==> src/rtl/rr_arbiter_4ch.sv <==
// rr_arbiter_4ch
// Four-requester round-robin arbiter with a per-tenure hold limit.
// Produces a registered one-hot grant, its encoded index, a valid flag and
// a one-cycle preempt pulse when a holder is forced off by the hold limit.
// Optional feature macro: RR_ARB_LOCK_EN adds a 'lock' input that lets the
// current owner keep the grant past MAX_HOLD for as long as it requests.

module rr_arbiter_4ch #(
  parameter int unsigned MAX_HOLD = 8
) (
  input  logic       clk,
  input  logic       rst,
`ifdef RR_ARB_LOCK_EN
  input  logic       lock,
`endif
  input  logic [3:0] req,
  output logic [3:0] gnt,
  output logic [1:0] gnt_idx,
  output logic       gnt_vld,
  output logic       preempt
);

  localparam logic [7:0] HOLD_LIMIT = 8'(MAX_HOLD);

  typedef enum logic {
    IDLE = 1'b0,
    BUSY = 1'b1
  } state_t;

  state_t     state;
  logic [7:0] hold_cnt;
  logic [1:0] rr_ptr;

  logic       lock_act;
  logic [3:0] req_rot;
  logic [1:0] arb_off;
  logic [1:0] arb_idx;
  logic       arb_found;
  logic       owner_req;
  logic       at_limit;
  logic       keep;
  logic       timeout;

`ifdef RR_ARB_LOCK_EN
  assign lock_act = lock;
`else
  assign lock_act = 1'b0;
`endif

  // Rotate the request vector so bit 0 is always the current top-priority requester.
  always_comb begin
    req_rot = req;
    case (rr_ptr)
      2'd0:    req_rot = req;
      2'd1:    req_rot = {req[0],   req[3:1]};
      2'd2:    req_rot = {req[1:0], req[3:2]};
      2'd3:    req_rot = {req[2:0], req[3]};
      default: req_rot = req;
    endcase
  end

  // Pick the lowest set bit of the rotated vector and map it back to a requester index.
  always_comb begin
    arb_off = 2'd0;
    if (req_rot[0])      arb_off = 2'd0;
    else if (req_rot[1]) arb_off = 2'd1;
    else if (req_rot[2]) arb_off = 2'd2;
    else if (req_rot[3]) arb_off = 2'd3;
    arb_idx   = rr_ptr + arb_off;
    arb_found = |req;
  end

  // Decide whether the current owner keeps the grant or has to be re-arbitrated.
  always_comb begin
    owner_req = req[gnt_idx];
    at_limit  = (hold_cnt >= HOLD_LIMIT);
    keep      = owner_req && (!at_limit || lock_act);
    timeout   = owner_req && at_limit && !lock_act;
  end

  // Arbiter state machine; all outputs are registered here.
  always_ff @(posedge clk or posedge rst) begin
    if (rst) begin
      state    <= IDLE;
      hold_cnt <= 8'd0;
      rr_ptr   <= 2'd0;
      gnt      <= 4'b0000;
      gnt_idx  <= 2'd0;
      gnt_vld  <= 1'b0;
      preempt  <= 1'b0;
    end else begin
      preempt <= 1'b0;
      case (state)
        IDLE: begin
          if (arb_found) begin
            gnt      <= 4'(4'b0001 << arb_idx);
            gnt_idx  <= arb_idx;
            gnt_vld  <= 1'b1;
            hold_cnt <= 8'd1;
            rr_ptr   <= arb_idx + 2'd1;
            state    <= BUSY;
          end
        end
        BUSY: begin
          if (keep) begin
            if (!at_limit) begin
              hold_cnt <= hold_cnt + 8'd1;
            end
          end else if (arb_found) begin
            gnt      <= 4'(4'b0001 << arb_idx);
            gnt_idx  <= arb_idx;
            gnt_vld  <= 1'b1;
            hold_cnt <= 8'd1;
            rr_ptr   <= arb_idx + 2'd1;
            preempt  <= timeout && (arb_idx != gnt_idx);
          end else begin
            gnt      <= 4'b0000;
            gnt_idx  <= 2'd0;
            gnt_vld  <= 1'b0;
            hold_cnt <= 8'd0;
            state    <= IDLE;
          end
        end
        default: begin
          gnt      <= 4'b0000;
          gnt_idx  <= 2'd0;
          gnt_vld  <= 1'b0;
          hold_cnt <= 8'd0;
          state    <= IDLE;
        end
      endcase
    end
  end

endmodule

==> config.mk <==
export PLATFORM = sky130hd
export DESIGN_NAME = rr_arbiter_4ch
export DESIGN_NICKNAME = d
export VERILOG_FILES = /design/src/rtl/rr_arbiter_4ch.sv
export SDC_FILE = /design/constraint.sdc
export NUM_CORES = 1
export LEC_CHECK = 0
export ABC_CLOCK_PERIOD_IN_PS = 3150
export CORE_MARGIN = 8
export CORE_UTILIZATION = 29
export CTS_BUF_LIST = sky130_fd_sc_hd__clkbuf_16
export CTS_CLUSTER_DIAMETER = 40
export CTS_CLUSTER_SIZE = 24
export DETAILED_ROUTE_END_ITERATION = 16
export PLACE_DENSITY_LB_ADDON = 0.15
export SYNTH_ARGS = -nofsm -noshare
export SYNTH_HDL_FRONTEND = slang
export SYNTH_SLANG_ARGS = --single-unit
export TNS_END_PERCENT = 1
==> constraint.sdc <==
create_clock -name clk -period 3.15 [get_ports clk]
set_input_delay 0.7875 -clock clk [delete_from_list [all_inputs] [get_ports clk]]
set_output_delay 0.7875 -clock clk [all_outputs]
set_load 0.05 [all_outputs]
# Yosys cells after proc, flatten, opt, wreduce, memory -nomap -nowiden
# Cells that the tools add are included.
[word_totals]
reg_bits = 19
input_bits = 6
out_inout_bits = 8
word_cells = 61
[classes]
addsub = 3
n_lt_le_gt_ge = 2
n_eq_ne = 7
n_shift = 1
mux = 32
bitwise_logic = 1
n_reduce_logical = 8
[op_table]
columns = ["operator", "n"]
rows = [
  ["8-bit 2-to-1 mux", 3],
  ["2-bit 2-to-1 mux", 9],
  ["4-bit case mux with 4 select lines", 1],
  ["8-bit case mux with 2 select lines", 1],
  ["4-bit 2-to-1 mux", 3],
  ["1-bit 2-to-1 mux", 9],
  ["8-bit by 1-bit adder with 8-bit output, second input constant", 1],
  ["8-bit by 4-bit greater-or-equal comparator with 1-bit output, second input constant", 1],
  ["2-bit case mux with 2 select lines", 2],
  ["4-bit case mux with 2 select lines", 1],
  ["2-bit equality test, second input constant", 2],
  ["2-bit != test, second input constant", 2],
  ["1-bit case mux with 2 select lines", 2],
  ["2-bit AND reduction", 2],
  ["4-bit OR reduction", 1],
  ["1-bit by 2-bit << shifter with 4-bit output, first input constant", 1],
  ["1-bit logical AND", 3],
  ["2-bit by 3-bit less-than comparator with 1-bit output, second input constant", 1],
  ["3-bit != test, second input constant", 1],
  ["2-bit by 1-bit adder with 2-bit output, second input constant", 1],
  ["2-bit adder", 1],
  ["1-bit binary-select mux with 2-bit select", 1],
  ["2-bit by 1-bit equality test with 1-bit output, second input constant", 1],
  ["2-bit logical NOT", 1],
  ["3 further kinds", 3],
]

# Longest topological paths before layout
# Gate-level depths: netlist of run 1.
[logic_depth]
ltp_word = 12
ltp_mapped = 12
depth_no_buf = 11

# Worst setup path before layout of run 1
# No wires, ideal clock.
[synth_path]
path_kind = "input port to flip-flop"
startpoint = "input port req[0]"
endpoint = "register rr_ptr[1]"
setup_ns = 0.125
t_arrival_ns = 2.557
required_time_ns = 3.025
slack_ns = 0.468
path_stages = 8
n_path_buf = 1
cell_sequence = "buf_4 or4_1 nand3_1 ha_1 xnor2_1 xnor2_1 ha_1 mux2_2"
[synth_between]
elab_chain_cells = 10
word_cells_on_any_way = 15
cone_classes = "add/sub (2); eq/ne (1); mux (10); reduce/logical (2)"
[synth_rtl]
columns = ["item", "line", "source"]
rows = [
  ["start, declared", "16", "input logic [3:0] req,"],
  ["4-bit case mux with 4 select lines", "53", "case (rr_ptr)"],
  ["2-bit 2-to-1 mux", "68", "else if (req_rot[3]) arb_off = 2'd3;"],
  ["2-bit 2-to-1 mux", "67", "else if (req_rot[2]) arb_off = 2'd2;"],
  ["2-bit 2-to-1 mux", "66", "else if (req_rot[1]) arb_off = 2'd1;"],
  ["2-bit 2-to-1 mux", "65", "if (req_rot[0]) arb_off = 2'd0;"],
  ["2-bit adder", "69", "arb_idx = rr_ptr + arb_off;"],
  ["2-bit by 1-bit adder with 2-bit output", "100, 114", ""],
  ["2-bit 2-to-1 mux", "95, 109", ""],
  ["2-bit 2-to-1 mux", "105", "if (keep) begin"],
  ["2-bit case mux with 2 select lines", "93", "case (state)"],
  ["end signal, assigned", "100", "rr_ptr <= arb_idx + 2'd1;"],
  ["end signal, assigned", "114", "rr_ptr <= arb_idx + 2'd1;"],
  ["end, declared", "32", "logic [1:0] rr_ptr;"],
]
# Parallel ways exist; a longest one is shown, timed or not. The select of a mux whose other input is x is not followed.
# A chain may end at the register's enable or synchronous reset.

# Final worst setup path of run 1
[layout_path]
startpoint = "input port req[2]"
endpoint = "register rr_ptr[1]"
# Same word-level chain as after synthesis.

==> key figures, run 1 <==
Status
  • Outcome: finished, final reports clean

Logic synthesis
  • Syn. warnings: 0
  • Post-synthesis sequential area ratio: between 40 and 50%
  • Area share of the largest cell type after synthesis: approximately 45%
  • Syn Area/Cell: between 10 and 15 um2
  • Post-synthesis compound-gate area fraction: 17.0%
  • Post-synthesis register bit count: 19
  • Top_reg_cell synth: dfrtp_1
  • Mux cell area share after synthesis: around 3.2%
  • Post-synth EDFFs: 0
  • Adder-cell share of the synthesized area: between 8 and 9%
  • Largest family of logic cells by synthesized area: simple AND/OR/NAND/NOR gates
  • Netlist cell types: 41
  • Ys async rst share: between 90% and 100%
  • Post-Syn Nets: between 100 and 150
  • Largest cells by area after synthesis: dfrtp_1 45%, ha_1 8.3%, a22o_1 4.1%
  • Top cell type by total area after synthesis: dfrtp_1
  • XOR/XNOR share of the synthesized area: ~4.1%
  • Mapped Area: between 1000 and 1500 um2
  • Simple-gate share of the synthesized area: about 18%
  • Post-Synthesis Cells: 100

Floorplan
  • Starting Density: 29.6%
  • Row count: 22
  • IO Pins: 14
  • Die H: 76.5 um
  • Die Area: ~6000 um2
  • Core area: approximately 3600 um2
  • Die Wd: between 70 and 80 um

Finish
  • Commonest cells after routing, fill and taps aside: 19 x dfrtp_1, 13 x clkdlybuf4s50_1, 7 x inv_1, 7 x nor2_1, 7 x ha_1
  • Share of layout cells above drive strength 1: 16.8%
  • Commonest non-fill, non-tap cell in the layout: dfrtp_1
  • Antenna cells: 0
  • Filler instances: approximately 360
  • Synth-to-layout area growth: 27.0%
  • Nets: 133

Global route
  • First-pass GRT wire length: 3.85 mm
  • Total GRT Usage: 7.93%
  • Number of global-route vias before repair: 800
  • Initial antenna violation count: 0
  • Overflow after GRT: 0
  • Largest net degree at the start of global routing: 20

Clock tree
  • Clk buf depth: 2
  • CTS root buf: clkbuf_16
  • Hold buffers post-CTS: 0
  • Reg clk slew, reported paths: 0.06 ns
  • Post-CTS Resized: 0
  • Post-CTS setup buffers: 0
  • CTS Buf Count: 3
  • CTS tree: yes
  • CTS sink cnt: 19
  • Skew-Pair Late Insertion Delay: roughly 0.25 ns
  • H-tree depth: 1

Timing
  • Clk_skew: about 0.0027 ns
  • RSZ-0062 raised after global routing: no
  • Fin crit share: 92.3%
  • Tmin final: approximately 2.9 ns
  • Max Fclk: 344 MHz
  • TNS Setup: 0 ns
  • Final Hold Fails: 0
  • Final setup violation count: 0
  • Tightest Pin Transition: between 0.7 and 0.8 ns
  • Max-slew headroom: between 50% and 60%
  • Slew Limit Fails: 0

Drt
  • Vias: approximately 800
  • TritonRoute pass-1 iters: 4
  • Post-Route WL: approximately 2.2 mm
  • Routed vias/inst: ~4.8
  • DR iter-0 viols: 19
  • DRC errors left: 0
  • Antenna-violating nets left: 0
  • Routed len/inst: around 13 um

Critical path
  • Critical Path Start Type: primary input
  • CP Capture Type: flip-flop
  • Req. time, crit path: 3.29 ns
  • Crit path max fanout: 8
  • R2R Setup Slk: 0.76 ns
  • Worst R2R Path Depth: 7
  • CP Data Arrival Time: approximately 3.0 ns
  • Worst r2r src: rr_ptr[0]$_DFFE_PP0P_
  • RR Endpoint: rr_ptr[1]$_DFFE_PP0P_
  • WS Path Type: primary input to flip-flop

Worst hold path
  • Hold Path Depth: 1
  • HP Class: flip-flop to flip-flop
  • Min-delay src: hold_cnt[7]$_DFFE_PP0P_
  • Hold EP: hold_cnt[7]$_DFFE_PP0P_

Placement
  • Port-buffer cells: 13
  • Dpl hpwl: roughly 1.6 mm
  • Gpl congestion: ~0.79

Run
  • Max-Cap Viols: 0

Power
  • Peak VDD IR: 0.641 mV
  • Pwr dens: between 1000 and 1500 nW/um2
  • Design Power: around 0.0015 W
  • Leakage power: just under 0.6 nW
==> critical path: stages <==
cell and delay (ns):
clkdlybuf4s50_1 0.53, or4_1 0.51, nand3_1 0.10, ha_1 0.16, xnor2_1 0.09, xnor2_1 0.32
ha_1 0.29, mux2_2 0.26
==> cells by family after synthesis <==
| logic type | after synthesis |
|---|---|
| multiplexers | 2 |
| flip-flops | 19 |
| buffers and inverters | 10 |
| XOR/XNOR | 5 |
| AND/OR/NAND/NOR | 32 |
| adder cells (fa/ha/maj) | 7 |
| AO/OA/AOI/OAI | 25 |
==> sequential cells by signal, summed over array words and instances, names as in the netlist <==
signal and cells:
state 1, gnt 4, gnt_idx 2, hold_cnt 8
preempt 1, rr_ptr 2, gnt_vld 1
==> report_power, final <==
group | internal [W] | switching, W | total (W) | leakage [nW]
sequential | 0.000321 | 0.0000823 | 0.000403 | 0.240
combinational | 0.000395 | 0.000448 | 0.000843 | 0.303
clock | 0.000169 | 0.0000919 | 0.000261 | 0.0423
total | 0.000885 | 0.000623 | 0.00151 | 0.585
==> cell usage after synthesis (4+ instances only) <==
master / n
a22o_1: 5
dfrtp_1: 19
ha_1: 7
inv_1: 6
nand2_1: 5
nand2b_1: 4
nor2_1: 7
o21ai_0: 4
xnor2_1: 5
==> layout make-up <==
type,count,area (um2),area share [%]
clock buffer,3,75.1,5.58
clock inverter,1,3.75,0.279
inverter,6,22.5,1.67
multi-input combinational,71,534,39.7
sequential,19,475,35.3
tap,48,60.1,4.46
timing repair buffer,19,175,13.0
==> per-layer routing <==
layer | share of wire [%] | vias to the layer above | GRT usage [%]
met5 | 0 | - | 0
met4 | 0.91 | 0 | 3.46
met3 | 3.9 | 2 | 2.12
met2 | 48 | 9 | 12.5
met1 | 47 | 395 | 9.85
li1 | - | 395 | -
==> metrics by stage <==
| stage | util [%] | hold WS (ns) | area (um2) | std cells | worst slack (ns) |
|---|---|---|---|---|---|
| 2_1_floorplan | - | 0.451 | 1060 | 100 | 0.468 |
| 3_3_place_gp | 35.4 | 0.474 | 1270 | 163 | 0.0150 |
| 3_5_place_dp | 35.4 | 0.481 | 1270 | 163 | 0.00106 |
| 4_1_cts | 37.6 | 0.493 | 1350 | 167 | 0.242 |
| 5_1_grt | 37.6 | 0.512 | 1350 | 167 | 0.0719 |
| 6_report | 37.6 | 0.489 | 1350 | 167 | 0.241 |
==> worst max path at each step <==
stage            from               endpoint  slack (ns)  cells past startpoint
2_1_floorplan  req[0]  rr_ptr[1]$_DFFE_PP0P_        0.47                      8
3_3_place_gp   req[1]  rr_ptr[1]$_DFFE_PP0P_        0.01                     11
3_5_place_dp   req[2]  rr_ptr[1]$_DFFE_PP0P_       0.001                      8
4_1_cts        req[2]  rr_ptr[1]$_DFFE_PP0P_        0.24                      8
5_1_grt        req[0]     gnt[1]$_DFFE_PP0P_        0.07                     12
6_report       req[2]  rr_ptr[1]$_DFFE_PP0P_        0.24                      8
No activity file was read; power rests on OpenSTA's default activity.
==> inputs of run 2 (changes only) <==
--- a/config.mk
+++ b/config.mk
@@ -5,7 +5,7 @@
 export SDC_FILE = /design/constraint.sdc
 export NUM_CORES = 1
 export LEC_CHECK = 0
-export ABC_CLOCK_PERIOD_IN_PS = 3150
+export ABC_CLOCK_PERIOD_IN_PS = 3400
 export CORE_MARGIN = 8
 export CORE_UTILIZATION = 29
 export CTS_BUF_LIST = sky130_fd_sc_hd__clkbuf_16
==> constraint.sdc (replaced) <==
create_clock -name clk -period 3.4 [get_ports clk]
set_input_delay 0.85 -clock clk [delete_from_list [all_inputs] [get_ports clk]]
set_output_delay 0.85 -clock clk [all_outputs]
set_load 0.05 [all_outputs]
==> run 2 against run 1 <==
Utilization fell by 0.59 points. Wire length shrank 3.2%. First-iteration DRC count increased by 37%. Critical path depth rose by 1. Clock skew is 0.0024 ns higher. Largest power group unchanged.
==> key figures, run 2 (synthesized netlist as in run 1, its figures left out) <==
Clock tree
  • Post-CTS setup buffers: 0 (unchanged)
  • Skew-Pair Late Insertion Delay: 0.25 ns (about the same)
  • CTS sink cnt: 19 (unchanged)
  • CTS Buf Count: 3 (unchanged)
  • CTS tree: yes (unchanged)
  • Reg clk slew, reported paths: 0.06 ns (about the same)
  • Post-CTS Resized: 0 (unchanged)
  • Clk buf depth: 2 (unchanged)
  • Hold buffers post-CTS: 0 (unchanged)
  • CTS root buf: clkbuf_16 (unchanged)
  • H-tree depth: 1 (unchanged)

Floorplan
  • Starting Density: 29.6% (unchanged)
  • Die Wd: 76.5 um (unchanged)
  • Die Area: 5840 um2 (unchanged)
  • Row count: 22 (unchanged)
  • Die H: 76.5 um (unchanged)
  • IO Pins: 14 (unchanged)
  • Core area: 3580 um2 (unchanged)

Finish
  • Max FFs per register: 8 (unchanged)
  • Nets: 130 (was 133)
  • Synth-to-layout area growth: 25.0% (was 27.0%)
  • Antenna cells: 0 (unchanged)
  • Registers with the highest flip-flop counts: hold_cnt (8), gnt (4) (unchanged)
  • Share of layout cells above drive strength 1: 15.5% (was 16.8%)
  • Commonest cells after routing, fill and taps aside: 19 x dfrtp_1, 13 x clkdlybuf4s50_1, 7 x nor2_1, 7 x ha_1, 6 x inv_1 (was 19 x dfrtp_1, 13 x clkdlybuf4s50_1, 7 x inv_1, 7 x nor2_1, 7 x ha_1)
  • Design area: 1330 um2 (was 1350 um2)
  • Biggest register: hold_cnt (unchanged)
  • Commonest non-fill, non-tap cell in the layout: dfrtp_1 (unchanged)

Power
  • Clk network pwr share: 17.7% (was 17.3%)
  • Pint: 0.000783 W (was 0.000885 W)
  • P_sw: 0.000571 W (was 0.000623 W)
  • Peak VDD IR: 0.461 mV (was 0.641 mV)
  • Leakage power: 0.569 nW (was 0.585 nW)
  • Seq pwr share: 27.8% (was 26.8%)
  • Combinational share of power: 54.5% (was 55.9%)
  • Sw frac: 42.1% (was 41.3%)
  • Pwr dens: 1020 nW/um2 (was 1120 nW/um2)

Timing
  • TNS Setup: 0 ns (unchanged)
  • Final Hold Fails: 0 (unchanged)
  • Max-slew headroom: 52.5% (was 50.7%)
  • Tightest Pin Transition: 0.711 ns (was 0.739 ns)
  • Slew Limit Fails: 0 (unchanged)
  • Fin crit share: ~90%
  • RSZ-0062 raised after global routing: no (unchanged)
  • Tmin final: ~3 ns
  • Final worst slack: 0.342 ns (was 0.241 ns)
  • Max Fclk: ~330 MHz
  • Final setup violation count: 0 (unchanged)
  • Clk_skew: 0.00505 ns (was 0.00267 ns)

Worst hold path
  • HP Class: flip-flop to flip-flop (unchanged)
  • Hold Path Depth: 1 (unchanged)

Global route
  • Largest net degree at the start of global routing: 20 (unchanged)
  • First-pass GRT wire length: 3.68 mm (was 3.85 mm)
  • Number of global-route vias before repair: 809 (was 800)
  • Overflow after GRT: 0 (unchanged)
  • Initial antenna violation count: 0 (unchanged)
  • Total GRT Usage: 7.63% (was 7.93%)

Drt
  • DR iter-0 viols: 26 (was 19)
  • Vias: 791 (was 801)
  • Metal2 WL: 1.03 mm (was 1.05 mm)
  • TritonRoute pass-1 iters: 4 (unchanged)
  • Met3 wire length: 70 um (was 85 um)
  • DRC errors left: 0 (unchanged)
  • Antenna-violating nets left: 0 (unchanged)
  • M1 WL: 992 um (was 1.03 mm)
  • Routed vias/inst: 4.82 (was 4.80)
  • Highest metal used: met4 (unchanged)
  • Post-Route WL: 2.12 mm (was 2.19 mm)
  • Routed len/inst: 12.9 um (was 13.1 um)

Critical path
  • CP Capture Type: flip-flop (unchanged)
  • Slowest-stage cell, CP: clkdlybuf4s50_1 (unchanged)
  • Largest stage delay on the critical path: 0.61 ns (was 0.53 ns)
  • Worst R2R Path Depth: 7 (unchanged)
  • Req. time, crit path: 3.53 ns (was 3.29 ns)
  • Critical Path Start Type: primary input (unchanged)
  • Critical path cell sequence: clkdlybuf4s50_1 -> nor2_1 -> or4_1 -> nand3_1 -> ha_1 -> xnor2_1 -> xnor2_1 -> ha_1 -> mux2_2 (was clkdlybuf4s50_1 -> or4_1 -> nand3_1 -> ha_1 -> xnor2_1 -> xnor2_1 -> ha_1 -> mux2_2)
  • CP Data Arrival Time: 3.19 ns (was 3.04 ns)
  • Crit path max fanout: 8 (unchanged)
  • WS Path Type: primary input to flip-flop (unchanged)

Placement
  • Port-buffer cells: 13 (unchanged)
  • Dpl hpwl: 1.61 mm (was 1.65 mm)
  • DP Area: 1240 um2 (was 1270 um2)
  • Gpl congestion: 0.767 (was 0.794)
  • Dpl ws: 0.107 ns (was 0.00106 ns)

Run
  • Max-Cap Viols: 0 (unchanged)

Status
  • Outcome: finished, final reports clean (unchanged)
-- run 2: changes by cell type in the layout (fill, tap and decap cells not counted), sizes merged --
cell,delta
buf,-3
clkinv,+1
inv,-1
-- run 2: per-stage QoR --
stage / cells / utilization, % / power [W] / hold slack, ns
detailed placement: 160 / 34.8 / 0.00112 / 0.481
floorplan: 100 / - / 0.000942 / 0.451
global placement: 160 / 34.8 / 0.00112 / 0.472
finish: 164 / 37.0 / 0.00135 / 0.487
global route: 164 / 37.0 / 0.00146 / 0.500
CTS: 164 / 37.0 / 0.00137 / 0.489
-- run 2: power groups by stage --
stage          clock network (W)  logic [W]  registers (W)
2_1_floorplan                  0   0.000472       0.000470
3_3_place_gp                   0   0.000749       0.000376
6_report                0.000240   0.000738       0.000376
4_1_cts                 0.000245   0.000754       0.000375
5_1_grt                 0.000253   0.000825       0.000387
3_5_place_dp                   0   0.000748       0.000377
-- run 2: critical path: cells and delay by family --
kind / cells / cell delay (ns)
adder cells (fa/ha/maj): 2 / 0.45
AND/OR/NAND/NOR: 3 / 0.58
buffers and inverters: 1 / 0.61
XOR/XNOR: 2 / 0.45
multiplexers: 1 / 0.26
-- run 2: area by class of cell --
class	count	area [um2]
Clock buffer	3	75.1
Sequential cell	19	475
Clock inverter	1	5.00
Multi-Input combinational cell	71	534
Fill cell	380	2250
Timing Repair Buffer	16	153
Tap cell	48	60.1
Inverter	6	22.5
-- run 2: path summary, 6_finish.rpt --
kind	startpoint	to	slack, ns
worst min-delay path	gnt_vld$_DFFE_PP0P_	gnt_vld$_DFFE_PP0P_	0.49
min in group asynchronous	rst	gnt_vld$_DFFE_PP0P_	1.01
worst max-delay path	req[1]	rr_ptr[1]$_DFFE_PP0P_	0.34
max in group asynchronous	rst	preempt$_DFF_PP0_	1.93
worst min register to register	gnt_vld$_DFFE_PP0P_	gnt_vld$_DFFE_PP0P_	0.49
worst max register to register	rr_ptr[0]$_DFFE_PP0P_	rr_ptr[1]$_DFFE_PP0P_	0.97
-- run 2: per-layer routing --
layer,vias to the layer above,global-route usage [%]
met4,0,2.31
met1,384,8.67
met2,14,13.2
li1,389,-
met5,-,0
met3,4,2.48
==> variant 1, RTL diff (config.mk and constraints of run 2) <==
The option `RR_ARB_LOCK_EN` is turned on by a define.
--- a/src/rtl/rr_arbiter_4ch.sv
+++ b/src/rtl/rr_arbiter_4ch.sv
@@ -5,4 +5,6 @@
 // Optional feature macro: RR_ARB_LOCK_EN adds a 'lock' input that lets the
 // current owner keep the grant past MAX_HOLD for as long as it requests.
+
+`define RR_ARB_LOCK_EN
 
 module rr_arbiter_4ch #(
Interface: changed (added lock); port bits go from 14 to 15. No check against the original RTL was run, so the function may have changed too.
==> variant 1 against run 2 <==
- routed wire length up 8.4%
- die area up 4.8%
- design area up 5.9%
- sequential cell count unchanged
- count of clock-buffer cells in the layout unchanged
- total power up 0.54%
- register-to-register slack better by 0.14 ns
- sequential share of layout area down 2.0 points
- synthesized area up 6.0%
- setup slack better by 0.056 ns
- global-route usage up 0.31 points
- highest routed layer unchanged
==> variant 1: results (changes against run 2) <==
{| class="wikitable"
! Metric !! Value
|-
| Run status || finished clean (unchanged)
|-
| Sw frac || 0.419 (was 0.421)
|-
| Relative max-transition margin || 0.518 (was 0.525)
|-
| Number of unique standard cell types used by synthesis || 38 (was 41)
|-
| Post-cts resize count || 0 (unchanged)
|-
| Max Fanout on Critical Path || 8 (unchanged)
|-
| Average wire per standard cell || 12.7 um (was 12.9 um)
|-
| Vias in the first global route || 825 (was 809)
|-
| Detail Placement HPWL || 1750 um (was 1610 um)
|-
| Largest net degree at the start of global routing || 20 (unchanged)
|-
| Number of vias in the routed layout || 859 (was 791)
|-
| Max VDD drop || 0.000495 V (was 0.000461 V)
|-
| Placer congestion estimate || 0.729 (was 0.767)
|-
| Standby leakage power || 0.606 nW (was 0.569 nW)
|-
| Portion of the post-synthesis area used by sequential elements || 0.423 (was 0.449)
|-
| Number of nets in the finished design || 148 (was 130)
|-
| Setup repair bufs after CTS || 0 (unchanged)
|-
| Total nets after synthesis || 129 (was 113)
|-
| Worst endpoint data arrival time || 3.13 ns (was 3.19 ns)
|-
| First-pass iteration count of the detailed router || 4 (unchanged)
|-
| Fraction of final layout cells with drive strength greater than 1 || 0.128 (was 0.155)
|-
| Global-route total usage across every layer || 0.0794 (was 0.0763)
|-
| Starting DRT DRC Count || 24 (was 26)
|-
| Worst R2R Setup Slack || 1.11 ns (was 0.97 ns)
|-
| Final Hold Slack || 0.482 ns (was 0.487 ns)
|-
| IO buf count || 14 (was 13)
|-
| Area contributors post-synth || dfrtp_1 (42%), ha_1 (7.8%), nor2_1 (5.3%), a21oi_1 (4.0%), a22o_1 (3.1%) (was dfrtp_1 (45%), ha_1 (8.3%), a22o_1 (4.1%), xnor2_1 (4.1%), nor2_1 (2.5%))
|-
| Largest clock skew in the final design || 0.00582 ns (was 0.00505 ns)
|-
| CTS clk-pin slew, worst paths || 0.05 ns
|-
| Wire length of the first global-routing pass || 3950 um (was 3680 um)
|-
| Leading cell types by count after synthesis || dfrtp_1 (19), nor2_1 (16), a21oi_1 (9), nand2_1 (9), ha_1 (7) (was dfrtp_1 (19), ha_1 (7), nor2_1 (7))
|}
==> variant 1: changes by cell type in the layout (fill, tap and decap cells not counted), moves of 2 or more <==
| cell | run 2 | this run |
|---|---|---|
| nand2_1 | 5 | 9 |
| buf_4 | 3 | 5 |
| o21ai_0 | 4 | 2 |
| nand2b_1 | 4 | 0 |
| a21oi_1 | 2 | 9 |
| nor3_1 | 1 | 3 |
| a41oi_1 | 0 | 2 |
| o21a_1 | 2 | 0 |
| o21ai_1 | 1 | 3 |
| nor2_1 | 7 | 16 |
==> variant 1: stage by stage <==
step	instances	utilization	setup slack (ns)	instance area [um^2]	total power, W
floorplan	115	-	0.467	1120	0.000936
global placement	177	0.359	0.176	1320	0.00114
detailed placement	177	0.359	0.138	1320	0.00113
CTS	181	0.380	0.385	1400	0.00139
global route	181	0.380	0.223	1400	0.00148
finish	181	0.380	0.397	1400	0.00136
==> variant 1: routing by layer <==
layer / GRT usage / wire length, um / up-vias
met1: 0.0990 / 1170 / 403
li1: - / - / 438
met4: 0.0444 / 45 / 0
met3: 0.0296 / 121 / 4
met2: 0.115 / 964 / 14
met5: 0 / 0 / -
==> variant 1: cell type report <==
| type | instances | area, um^2 |
|---|---|---|
| Tap cell | 48 | 60.1 |
| Timing Repair Buffer | 19 | 178 |
| Clock buffer | 3 | 75.1 |
| Clock inverter | 1 | 3.75 |
| Fill cell | 403 | 2290 |
| Sequential cell | 19 | 475 |
| Multi-Input combinational cell | 84 | 584 |
| Inverter | 7 | 26.3 |
==> variant 1: final timing paths <==
path,cells after the start,endpoint,startpoint
setup reg to reg,9,rr_ptr[1],rr_ptr[0]
hold / removal,2,gnt_vld,gnt_vld
setup / recovery,11,rr_ptr[1],req[2]
max in group asynchronous,2,gnt[3],rst
min in group asynchronous,2,hold_cnt[7],rst
hold reg to reg,2,gnt_vld,gnt_vld
==> variant 1: kinds of logic after synthesis <==
kind of cell / share of synthesized area
AOI/OAI and AO/OA: 0.179
muxes: 0.0334
DFF: 0.423
and+or+nand+nor: 0.190
buffers and inverters: 0.0568
xor gates and xnor gates: 0.0390
adders and majority gates: 0.0779
==> variant 1: critical path: stages <==
cell	delay, ns
clkdlybuf4s50_1	0.53
or2b_1	0.27
o22ai_1	0.15
nand2_1	0.07
o211ai_1	0.12
ha_1	0.19
xnor2_1	0.17
xnor2_1	0.18
inv_1	0.09
ha_1	0.27
mux2_4	0.25
==> variant 1: power groups by stage <==
stage               registers [W]  logic, W  clock network [W]
floorplan                0.000461  0.000475                  0
finish                   0.000377  0.000746           0.000238
global route             0.000390  0.000837           0.000256
CTS                      0.000378  0.000765           0.000245
global placement         0.000378  0.000766                  0
detailed placement       0.000381  0.000754                  0
==> variant 2, RTL diff (flow settings as in run 2) <==
Made on the original files. Reset style: synchronous (`rst`), changed in one clocked block.
--- a/src/rtl/rr_arbiter_4ch.sv
+++ b/src/rtl/rr_arbiter_4ch.sv
@@ -80,5 +80,5 @@
 
   // Arbiter state machine; all outputs are registered here.
-  always_ff @(posedge clk or posedge rst) begin
+  always_ff @(posedge clk) begin
     if (rst) begin
       state    <= IDLE;
Function: differs if rst is asserted again (counterexample within 4 cycles, from zero or initial values and one cycle with rst high); with rst held inactive, the same outputs for 10 cycles.
==> variant 2 against run 2 <==
- cell count increased by 15%
- critical path depth increased by 1
- non-clock buffer count is 2 lower
- combinational power down 28%
- total power is 18% lower
- setup slack improved by 0.10 ns
- die area grew 3.8%
- sequential share of layout area shrank 7.0 points
- count of clock-buffer cells in the layout unchanged
- design area down 0.66%
- synthesized area increased by 4.8%
- routed wire length is 23% higher
- sequential cell count did not move
==> variant 2: results (changes against run 2) <==
{| class="wikitable"
! Metric !! Value
|-
| Footprint of the multi-input gates || 651 um^2 (was 534 um^2)
|-
| Multi-input gate count || 102 (was 71)
|-
| Total nets after synthesis || 141 (was 113)
|-
| Compound-Gate Fraction of Synth Area || 0.189 (was 0.170)
|-
| Run status || finished clean (unchanged)
|-
| Number of cells on the worst reg-to-reg path || 9 (was 7)
|-
| Fillers || 373 (was 380)
|-
| Proportion of register bits with asynchronous set or reset after synthesis || 0 (was 1.00)
|-
| Crit-path max cell delay || 0.66 ns (was 0.61 ns)
|-
| Portion of the post-synthesis area used by sequential elements || 0.342 (was 0.449)
|-
| Final Routed Wirelength || 2610 um (was 2120 um)
|-
| Worst endpoint data arrival time || 3.14 ns (was 3.19 ns)
|-
| Multiplexer share of the synthesized area || 0.0236 (was 0.0319)
|-
| Largest net degree at the start of global routing || 14 (was 20)
|-
| Placement-stage worst setup slack || 0.169 ns (was 0.107 ns)
|-
| Count of plain and timing-repair buffers in the layout || 14 (was 16)
|-
| Number of nets in the finished design || 151 (was 130)
|-
| Detail Placement HPWL || 1920 um (was 1610 um)
|-
| Max Fanout on Critical Path || 9 (was 8)
|-
| Number of vias in the routed layout || 959 (was 791)
|-
| Area contributors post-synth || dfxtp_1 (34%), nand2_1 (5.7%), nor2_1 (5.1%), o21ai_0 (4.1%), buf_6 (4.1%) (was dfrtp_1 (45%), ha_1 (8.3%), a22o_1 (4.1%), xnor2_1 (4.1%), nor2_1 (2.5%))
|-
| Wire length of the first global-routing pass || 4540 um (was 3680 um)
|-
| Post-route non-filler standard cell count || 189 (was 164)
|-
| Data buffer area share || 0.105 (was 0.115)
|-
| Relative max-transition margin || 0.566 (was 0.525)
|-
| Non-clock inverter instance count of the final layout || 2 (was 6)
|-
| Area post-placement || 1240 um^2 (about the same)
|-
| Starting DRT DRC Count || 50 (was 26)
|}
variant 2: cell count changes in the layout (fill, tap and decap cells not counted), sizes merged, moves of 4 or more:
| cell | run 2 | this run |
|---|---|---|
| dfrtp | 19 | 0 |
| dfxtp | 0 | 19 |
| nand2 | 6 | 17 |
| nor2 | 8 | 16 |
| ha | 7 | 3 |
| inv | 6 | 2 |
| nor4 | 1 | 5 |
| o21ai | 5 | 9 |
variant 2: power groups by stage:
stage	clock, W	sequential, W	combinational [W]
after floorplan	0	0.000413	0.000316
final	0.000246	0.000332	0.000532
after global routing	0.000263	0.000343	0.000575
after CTS	0.000250	0.000331	0.000536
after detailed placement	0	0.000336	0.000532
after global placement	0	0.000332	0.000526
variant 2: worst paths after layout:
path	from	endpoint	slack (ns)
worst min-delay path	gnt[3]	gnt[3]	0.46
worst min register to register	gnt[3]	gnt[3]	0.46
worst max-delay path	req[3]	preempt	0.44
worst max register to register	rr_ptr[0]	preempt	1.14
